### src/rtl/seq_arith_pkg.sv
// rtl/seq_arith_pkg.sv - shared op encoding and FSM state types for seq_arith_unit
package seq_arith_pkg;

  typedef enum logic [1:0] {
    ADD = 2'b00,
    SUB = 2'b01,
    MUL = 2'b10,
    DIV = 2'b11
  } op_e;

  typedef enum logic [1:0] {
    IDLE = 2'b00,
    CALC = 2'b01,
    DONE = 2'b10
  } state_e;

endpackage

### src/rtl/addsub_w.sv
// rtl/addsub_w.sv - combinational N-bit adder/subtractor shared by every operation
module addsub_w #(
  parameter int N = 9
) (
  input  logic [N-1:0] x,
  input  logic [N-1:0] y,
  input  logic         sub,
  output logic [N-1:0] sum
);

  assign sum = sub ? (x - y) : (x + y);

endmodule

### src/rtl/seq_arith_unit.sv
// rtl/seq_arith_unit.sv - sequential add/sub, Booth multiply and restoring divide
module seq_arith_unit
  import seq_arith_pkg::*;
#(
  parameter int W = 8
) (
  input  logic           clk,
  input  logic           rst,
  input  logic           start,
  input  logic [1:0]     op,
  input  logic [W-1:0]   a,
  input  logic [W-1:0]   b,
  output logic           busy,
  output logic           done,
  output logic [2*W-1:0] result,
  output logic           div_by_zero
);

  localparam int CW = $clog2(W);
  localparam logic [CW-1:0] CNT_LAST = CW'(W - 1);

  state_e        state, state_n;
  op_e           op_r;
  op_e           op_in;
  logic [W:0]    hi;
  logic [W-1:0]  lo;
  logic [W-1:0]  m;
  logic          qm1;
  logic [CW-1:0] cnt;

  logic [W:0]    add_x, add_y, add_sum;
  logic          add_sub;
  logic [W:0]    next_hi;
  logic [W-1:0]  next_lo;
  logic          next_qm1;
  logic          fast_path;

  assign op_in     = op_e'(op);
  assign fast_path = (op_in == ADD) || (op_in == SUB) || ((op_in == DIV) && (b == '0));
  assign busy      = (state != IDLE);
  assign done      = (state == DONE);

  addsub_w #(.N(W + 1)) u_addsub (
    .x   (add_x),
    .y   (add_y),
    .sub (add_sub),
    .sum (add_sum)
  );

  // In IDLE the adder serves add/sub on the live operands; in CALC it is the Booth or trial-subtract step.
  always_comb begin
    add_x   = {a[W-1], a};
    add_y   = {b[W-1], b};
    add_sub = (op_in == SUB);
    if (state == CALC) begin
      if (op_r == MUL) begin
        add_x   = hi;
        add_y   = {m[W-1], m};
        add_sub = lo[0] & ~qm1;
      end else begin
        add_x   = {hi[W-1:0], lo[W-1]};
        add_y   = {1'b0, m};
        add_sub = 1'b1;
      end
    end
  end

  // Booth: add/sub/skip then arithmetic shift of {hi,lo,qm1}; divide: keep the trial remainder unless it borrowed.
  always_comb begin
    next_hi  = hi;
    next_lo  = lo;
    next_qm1 = 1'b0;
    if (op_r == MUL) begin
      if (lo[0] == qm1) begin
        next_hi = {hi[W], hi[W:1]};
        next_lo = {hi[0], lo[W-1:1]};
      end else begin
        next_hi = {add_sum[W], add_sum[W:1]};
        next_lo = {add_sum[0], lo[W-1:1]};
      end
      next_qm1 = lo[0];
    end else begin
      next_hi = add_sum[W] ? {hi[W-1:0], lo[W-1]} : add_sum;
      next_lo = {lo[W-2:0], ~add_sum[W]};
    end
  end

  always_comb begin
    state_n = state;
    case (state)
      IDLE:    if (start) state_n = fast_path ? DONE : CALC;
      CALC:    if (cnt == CNT_LAST) state_n = DONE;
      DONE:    state_n = IDLE;
      default: state_n = IDLE;
    endcase
  end

  always_ff @(posedge clk) begin
    if (rst) begin
      state       <= IDLE;
      op_r        <= ADD;
      hi          <= '0;
      lo          <= '0;
      m           <= '0;
      qm1         <= 1'b0;
      cnt         <= '0;
      result      <= '0;
      div_by_zero <= 1'b0;
    end else begin
      state <= state_n;
      case (state)
        IDLE: begin
          if (start) begin
            op_r        <= op_in;
            m           <= b;
            hi          <= '0;
            lo          <= a;
            qm1         <= 1'b0;
            cnt         <= '0;
            div_by_zero <= 1'b0;
            if ((op_in == ADD) || (op_in == SUB)) begin
              result <= {{(W-1){add_sum[W]}}, add_sum};
            end else if ((op_in == DIV) && (b == '0)) begin
              result      <= {a, {W{1'b1}}};
              div_by_zero <= 1'b1;
            end
          end
        end
        CALC: begin
          hi  <= next_hi;
          lo  <= next_lo;
          qm1 <= next_qm1;
          cnt <= cnt + 1'b1;
          if (cnt == CNT_LAST) result <= {next_hi[W-1:0], next_lo};
        end
        default: ;
      endcase
    end
  end

endmodule

### config.mk
export PLATFORM = sky130hd
export DESIGN_NAME = seq_arith_unit
export DESIGN_NICKNAME = d
export VERILOG_FILES = /design/src/rtl/seq_arith_pkg.sv /design/src/rtl/addsub_w.sv /design/src/rtl/seq_arith_unit.sv
export SDC_FILE = /design/constraint.sdc
export NUM_CORES = 1
export LEC_CHECK = 0
export CAP_MARGIN = 20
export CORE_MARGIN = 10
export CORE_UTILIZATION = 45
export DETAILED_ROUTE_END_ITERATION = 10
export PLACE_DENSITY = 0.69
export RECOVER_POWER = 100
export SLEW_MARGIN = 20
export SYNTH_ARGS = -nofsm -noshare
export SYNTH_HDL_FRONTEND = slang
export SYNTH_HIERARCHICAL = 1
export SYNTH_SLANG_ARGS = --single-unit
### constraint.sdc
create_clock -name clk -period 4 [get_ports clk]
set_clock_uncertainty 0.15 [all_clocks]
set_input_delay 0.8 -clock clk [delete_from_list [all_inputs] [get_ports clk]]
set_output_delay 0.8 -clock clk [all_outputs]
set_load 0.1 [all_outputs]
## After elaboration in Yosys (flattened, before gate mapping)

Cells that the tools add are included.

- Add/subtract/negate cells: 3
- Eq/ne operators: 11
- Muxes and demuxes: 32
- Bitwise gates (word level): 3
- Reductions and logical operators: 13

Operators by type and width:

| operator | number |
|---|---|
| $mux 9 | 9 |
| $mux 16 | 4 |
| $pmux 16 s2 | 1 |
| $mux 8 | 3 |
| $pmux 9 s2 | 1 |
| $pmux 8 s2 | 1 |
| $add 9x9->9 | 1 |
| $sub 9x9->9 | 1 |
| $logic_not 8->1 | 1 |
| $eq 2x2->1 const B | 3 |
| $mux 1 | 6 |
| $mux 2 | 3 |
| $ne 3x3->1 const B | 2 |
| $pmux 3 s2 | 1 |
| $reduce_and 2->1 | 3 |
| $eq 2x1->1 const B | 2 |
| $logic_not 2->1 | 2 |
| $pmux 2 s2 | 1 |
| $reduce_and 4->1 | 1 |
| $reduce_bool 2->1 | 2 |
| $add 3x1->3 const B | 1 |
| $eq 3x3->1 const B | 1 |
| $mux 3 | 1 |
| $reduce_and 3->1 | 1 |
| 8 further kinds | 10 |

- Bits in registers: 50
- Output and inout port bits: 19

## Longest topological paths before layout

Gate-level depths: netlist (run 1).

- Depth after elaboration: 9
- Depth in mapped cells: 23
- Depth with buffers taken out: 18

## Cells and area by module

Netlist (run 1), hierarchy kept.

Modules (own cells, without submodules):

| module | times used | cells each | area an instance (um2) |
|---|---|---|---|
| seq_arith_unit | 1 | 390 | 2,847.7 |
| addsub_w | 1 | 69 | 523.0 |

## Least setup slack after synthesis (run 1)

Ideal clock, no wire load.

- Path kind: register -> register
- Start point: register state[0]
- End point: register result[12]
- Library setup time: 146 ps
- Arrival: 3,807 ps
- Data required time: 3,704 ps
- Path slack: -103 ps
- Cell stages (with the launch flop): 20
- Cell sequence: dfxtp_1 -> buf_6 -> or2b_4 -> buf_2 -> buf_1 -> nor3_1 -> nor2_1 -> clkbuf_1 -> mux2_2 -> fa_1 -> nor2b_4 -> o31a_1 -> nand2b_4 -> a31oi_4 -> xnor2_1 -> buf_2 -> clkbuf_1 -> o21ai_0 -> a22oi_1 -> a311oi_1

- Elaborated cells between the ends (all ways): 20
- Classes of those cells: add/sub (2); eq/ne (4); mux (11); reduce/logical (3)

RTL lines:

| what | RTL line | source |
|---|---|---|
| from (decl) | seq_arith_unit.sv:22 | `state_e state, state_n;` |
| from (signal assigned) | seq_arith_unit.sv:110 | `state <= state_n;` |
| $eq 2x1->1 (*) | seq_arith_unit.sv:55 | `if (state == CALC) begin` |
| $mux 1 (*) | seq_arith_unit.sv:55 |  |
| named net add_sub | seq_arith_unit.sv:32 | `logic add_sub;` |
| $mux 9 (*) | addsub_w.sv:11 | `assign sum = sub ? (x - y) : (x + y);` |
| named net add_sum[8] | seq_arith_unit.sv:31 | `logic [W:0] add_x, add_y, add_sum;` |
| $mux 9 | seq_arith_unit.sv:83 | `next_hi = add_sum[W] ? {hi[W-1:0], lo[W-1]} : add_sum;` |
| $mux 9 | seq_arith_unit.sv:73 | `if (op_r == MUL) begin` |
| $mux 16 | seq_arith_unit.sv:134 | `if (cnt == CNT_LAST) result <= {next_hi[W-1:0], next_lo};` |
| $pmux 16 s2 (*) | seq_arith_unit.sv:111 | `case (state)` |
| to (signal assigned) | seq_arith_unit.sv:122 | `result <= {{(W-1){add_sum[W]}}, add_sum};` |
| to (signal assigned) | seq_arith_unit.sv:124 | `result <= {a, {W{1'b1}}};` |
| to (signal assigned) | seq_arith_unit.sv:134 |  |
| to (decl) | seq_arith_unit.sv:15 | `output logic [2*W-1:0] result,` |

Mark *: on every way through the listed nets, which the timed path passes. The rest lies on a longest branch. The select of a mux whose other input is x is not followed.
A chain may end at the register's enable or synchronous reset.

## Worst setup path after layout (run 1)

- Start point: input b[1]
- End point: register result[8]

- Cells in the longest elaborated chain, start to end: 7
- Elaborated cells between the ends (all ways): 15
- Classes of those cells: add/sub (2); eq/ne (1); mux (9); reduce/logical (3)

Ends and longest elaborated chain:

| what | RTL line | source |
|---|---|---|
| from (decl) | seq_arith_unit.sv:12 | `input logic [W-1:0] b,` |
| $mux 9 (*) | seq_arith_unit.sv:55 |  |
| named net add_y[1] | seq_arith_unit.sv:31 |  |
| $add 9x9->9 or $sub 9x9->9 (tied branches) | addsub_w.sv:11 |  |
| $mux 9 (*) | addsub_w.sv:11 |  |
| named net add_sum[8] | seq_arith_unit.sv:31 |  |
| $mux 9 | seq_arith_unit.sv:83 |  |
| $mux 9 | seq_arith_unit.sv:73 |  |
| $mux 16 | seq_arith_unit.sv:134 |  |
| $pmux 16 s2 (*) | seq_arith_unit.sv:111 |  |

Marks and branches as above.

==> flow_summary.ini, run 1 <==
[run_status]
outcome = finished clean

[synth]
syn_inst = 459
synthArstFlopShare = 0
synth_area_leader_cell = dfxtp_1
synth_common_cells = nand2_1 (107), a21oi_1 (50), dfxtp_1 (50), o21ai_0 (32), nor2_1 (30)
yosys.area.top_type_share = 0.297
syn_nets = 493
yosysMostFrequentCell = nand2_1
synth_edf_count = 0
ys_seq_area_frac = 0.297
syn_area_per_cell_um2 = 7.34
synth_area_leaders = dfxtp_1 (30%), nand2_1 (12%), a21oi_1 (7.4%)
yosys_warnings = 6
synth_cell_types = 50
synthFlopType = dfxtp_1
synth_seq_cells = 50
mappedNetlistArea_um2 = 3370

[clocking]
cts_root_buf = clkbuf_8
clock_sinks = 50
cts_buffer_depth = 2
clk_latency_ns = 0.32
htreeDepth = 2
cts_tree = yes
clk_pin_slew_ns = 0.10
postCtsHoldBufs = 0
cts_buffers = 5

[cells_and_area]
post_route_cells_drive_above_1_share = 0.174
finish.instance_area_um2 = 4300
nets = 561
multi_input_area_um2 = 2190
final_util = 0.592
synthToLayoutAreaGrowth_pct = 27.4
diodes = 0
regArea_um2 = 1000
fill_cells = 664

[sta]
setup_viol = 0
timing.final.hold_violations = 0
worst_slack_ns = 0.133
period_minus_slack_ns = 3.87
worst_slew_pin_slew_ns = 1.17
relSlewSlack = 0.222
fmax_mhz = 259
slew_viol_final = 0
fin_crit_sh = 0.967

[placed_design]
place_area_um2 = 4110
dp_hpwl_mm = 7.49
pre_cts_slack_ns = -0.342
gp_congestion = 0.861
port-buffer-count = 39

[floorplanning]
die-width_um = 107
rows = 31
die_h_um = 107
die_area_um2 = 11400
pin_count = 40
core_area_um2 = 7250
initial_utilization = 0.465

[critical_path]
critPathMaxStageDelay_ns = 0.48
crit_start = b[1]
cp_common_cell = nand2_1
crit_fanout = 8
cp-start-kind = input port
critPathBufInv = 5
crit_path_top_delay_cell = clkdlybuf4s50_1
r2r_setup_slack_ns = 0.26
endpoint_kind = flip-flop
crit_family = buffers and inverters
criticalPathCategory = in -> reg
arrival_ns = 3.86
endpoint = result[8]
r2r_end = result[8]
cp.required_ns = 4.00
cp_cell_sequence = clkdlybuf4s50_1 -> nand2_1 -> nand2_1 -> inv_1 -> ha_4 -> mux2_2 -> fa_2 -> nor2b_4 -> o31a_1 -> nand2b_4 -> a31oi_4 -> xnor2_2 -> buf_4 -> buf_12 -> a311oi_4 -> buf_6 -> a311oi_1
path_depth = 17
rr_worst_depth = 18
regToRegStartpoint = state[0]

[power_and_ir_drop]
cellPowerDensity_nw_per_um2 = 446
p_leak_nw = 1.76
max-vdd-ir-drop_mv = 0.198

[grt]
grt_usage = 0.175
grt_pass1_wl_mm = 16.5
grt_pass1_vias = 3318
grt_max_degree = 57
grt_overflow = 0
antenna_found_initial = 0

[worst_hold_path]
hp-class = reg -> reg

[run]
max-cap-violations = 0

[routing]
first_pass_iters = 4
viasPerCell = 5.57
wl_per_cell_um = 16.2
vias = 3494
drc = 0
ant_nets = 0
drt_iter0_drc = 165
wl_mm = 10.1
where the power goes:
part           internal [mW]  total [mW]  switching (mW)
clock network          0.188       0.381           0.193
registers              0.540       0.572          0.0319
logic                  0.392       0.964           0.572
how the worst min path moves through the flow:
stage	from	to	slack [ns]	cells after the start
3_5_place_dp	m[0]	m[0]	0.30	2
5_1_grt	m[0]	m[0]	0.32	2
6_report	m[0]	m[0]	0.31	2
3_3_place_gp	m[2]	m[2]	0.29	2
4_1_cts	m[0]	m[0]	0.31	2
2_1_floorplan	m[0]	m[0]	0.29	2
worst reg2reg max path: cells and delay by family (launching register included):
family / cells / cell delay, ns
xor+xnor: 2 / 0.27
compound gates: 4 / 0.53
flops: 1 / 0.43
mux: 1 / 0.35
fa+ha+maj: 2 / 0.44
simple gates: 7 / 1.11
buf+inv: 2 / 0.29
cell type report:
class | count | area share
multi-input combinational | 354 | 0.509
sequential | 50 | 0.233
timing repair buffer | 92 | 0.181
tap | 99 | 0.0288
inverter | 24 | 0.0210
clock buffer | 5 | 0.0160
clock inverter | 3 | 0.0102
state kept, by name, indices dropped and copies added (netlist names):
signal / count
state: 2
div_by_zero: 1
cnt: 3
result: 16
lo: 8
qm1: 1
m: 8
op_r: 2
hi: 9
what timing repair did:
item	in CTS	in global routing
pin swaps	0	2
setup endpoints to repair	1	19
setup buffers	1	2
gates resized for setup	1	10
cells by family after synthesis:
| family | share of synthesized area |
|---|---|
| xor gates and xnor gates | 0.0338 |
| AOI/OAI and AO/OA | 0.270 |
| adders and majority gates | 0.0505 |
| and+or+nand+nor | 0.235 |
| muxes | 0.0464 |
| DFF | 0.297 |
| buffers and inverters | 0.0679 |
stage by stage:
step / power, mW / std cells / TNS (ns) / hold slack, ns
2_1_floorplan: 1.19 / 459 / 0 / 0.287
3_3_place_gp: 1.48 / 616 / -2.22 / 0.293
3_5_place_dp: 1.49 / 616 / -3.35 / 0.297
4_1_cts: 1.90 / 625 / 0 / 0.312
5_1_grt: 2.02 / 627 / -0.00830 / 0.323
6_report: 1.92 / 627 / 0 / 0.311
placed cells by master, fill, tap and decap left out, types with 9 or more instances in the layout:
cell type and instances:
nand2_1 107, a21oi_1 50, dfxtp_1 50, buf_4 49
o21ai_0 31, nor2_1 29, inv_1 24, clkdlybuf4s50_1 18
dlygate4sd3_1 18, a31oi_1 15, mux2_2 13, ha_1 11
nor2b_1 10, xnor2_1 10, o2111ai_1 9
metal layers:
| layer | GRT usage | routed length [um] |
|---|---|---|
| met5 | 0 | 0 |
| met4 | 0.0542 | 215 |
| met3 | 0.0338 | 603 |
| met2 | 0.303 | 4950 |
| met1 | 0.215 | 4380 |
(Power assumes the default switching activity.)
==> run 2, diff against run 1 <==
Settings changed: CORE_MARGIN 10 to not set, PLACE_DENSITY 0.69 to 0.67.
Clock period 4 ns to 3.9 ns, I/O delays scaled along.
==> flow_summary.ini, run 2 (synthesis results as in run 1) <==
[run_status]
outcome = finished with violations
violations = capacitance limit, slew limit

[routing]
vias = 3580
drt_iter0_drc = 212
met2_length_mm = 4.75
viasPerCell = 5.66
top_layer = met4
wl_met1_mm = 4.35
wl_per_cell_um = 15.4
ant_nets = 0
wl_mm = 9.74
first_pass_iters = 5
drc = 0
wl_met3_um = 472

[placed_design]
dp_hpwl_mm = 7.09
port-buffer-count = 39
place_area_um2 = 4130
pre_cts_slack_ns = -0.453
gp_congestion = 0.884

[clocking]
htreeDepth = 2
clock_sinks = 50
cts_buffers = 5
cts_buffer_depth = 2
clk_latency_ns = 0.31
cts_tree = yes
cts_root_buf = clkbuf_8
clk_pin_slew_ns = 0.10

[sta]
relSlewSlack = -0.0609
fin_crit_sh = 0.964
timing.final.hold_violations = 0
slew_viol_final = 11
worst_slew_pin_slew_ns = 1.58
fmax_mhz = 266
setup_viol = 0
worst_slack_ns = 0.141
period_minus_slack_ns = 3.76

[cells_and_area]
final_common_cell = nand2_1
largest_reg_flops = 16
fill_cells = 700
diodes = 0
multi_input_area_um2 = 2220
largest_register = result
reg_top3 = result x16, hi x9
synthToLayoutAreaGrowth_pct = 29.5
post_route_cells_drive_above_1_share = 0.191
final_cell_mix = nand2_1 (104), dfxtp_1 (50), buf_4 (49), a21oi_1 (48), o21ai_0 (30)
regArea_um2 = 1000
finish.instance_area_um2 = 4360
nets = 566

[grt]
grt_max_degree = 57
grt_usage = 0.257
grt_overflow = 0
antenna_found_initial = 0
grt_pass1_vias = 3155
grt_pass1_wl_mm = 15.4

[critical_path]
arrival_ns = 3.76
crit_fanout = 10
endpoint_kind = flip-flop
cp.required_ns = 3.90
r2r_setup_slack_ns = 0.14
criticalPathCategory = reg -> reg
cp-start-kind = flip-flop

[floorplanning]
die_area_um2 = 7840
die-width_um = 88.5
rows = 31
die_h_um = 88.5
pin_count = 40
initial_utilization = 0.465
core_area_um2 = 7250

[run]
max-cap-violations = 1

[power_and_ir_drop]
p_leak_nw = 1.82
power_mw = 1.97
cellPowerDensity_nw_per_um2 = 451
max-vdd-ir-drop_mv = 0.248

[worst_hold_path]
hp-class = reg -> reg
==> run 2: layout make-up <==
class / count / area share
flip-flops and latches: 50 / 0.229
clock buffers: 7 / 0.0175
inverters: 24 / 0.0206
multi-input cells: 354 / 0.508
well taps: 99 / 0.0284
repair buffers: 97 / 0.190
clock inverters: 1 / 0.00688
==> run 2: through the flow <==
step / hold slack [ns] / utilization / std cells / setup TNS, ns
finish: 0.310 / 0.602 / 632 / 0
global route: 0.338 / 0.602 / 632 / -0.0118
CTS: 0.313 / 0.587 / 625 / 0
detailed placement: 0.299 / 0.570 / 617 / -6.23
global placement: 0.294 / 0.570 / 617 / -4.53
floorplan: 0.287 / - / 459 / 0
==> run 2: power breakdown <==
part / internal [mW] / total (mW) / switching, mW / leakage (nW)
logic: 0.413 / 1.01 / 0.596 / 1.35
clock network: 0.192 / 0.370 / 0.177 / 0.0524
registers: 0.553 / 0.587 / 0.0336 / 0.409
==> run 2: worst paths after layout <==
kind,startpoint,to,depth (start not counted)
max,state[0],result[9],17
min,m[4],m[4],2
max reg2reg,state[0],result[9],17
min reg2reg,m[4],m[4],2
==> run 2: worst max-delay path: stages (launching register included) <==
cell,delay (ns)
dfxtp_1,0.41
or2b_4,0.35
nand2_1,0.11
nand2_2,0.06
inv_1,0.07
ha_2,0.26
mux2_4,0.28
fa_2,0.42
nor2b_4,0.13
o31a_1,0.16
nand2b_4,0.13
a31oi_4,0.09
xnor2_2,0.16
buf_6,0.14
buf_4,0.14
a311oi_4,0.27
buf_6,0.18
a311oi_1,0.09
==> run 2: metal layers <==
metal,global-route usage,vias to the layer above
li1,-,1749
met1,0.335,1693
met2,0.438,124
met3,0.0373,14
met4,0.0762,0
met5,0,-
==> run 2: repair_timing <==
item / 4_1_cts / 5_1_grt
setup endpoints to repair: 10 / 18
hold buffers: 0 / 0
pin swaps: 0 / 20
setup buffers: 0 / 7
resized for setup: 4 / 30
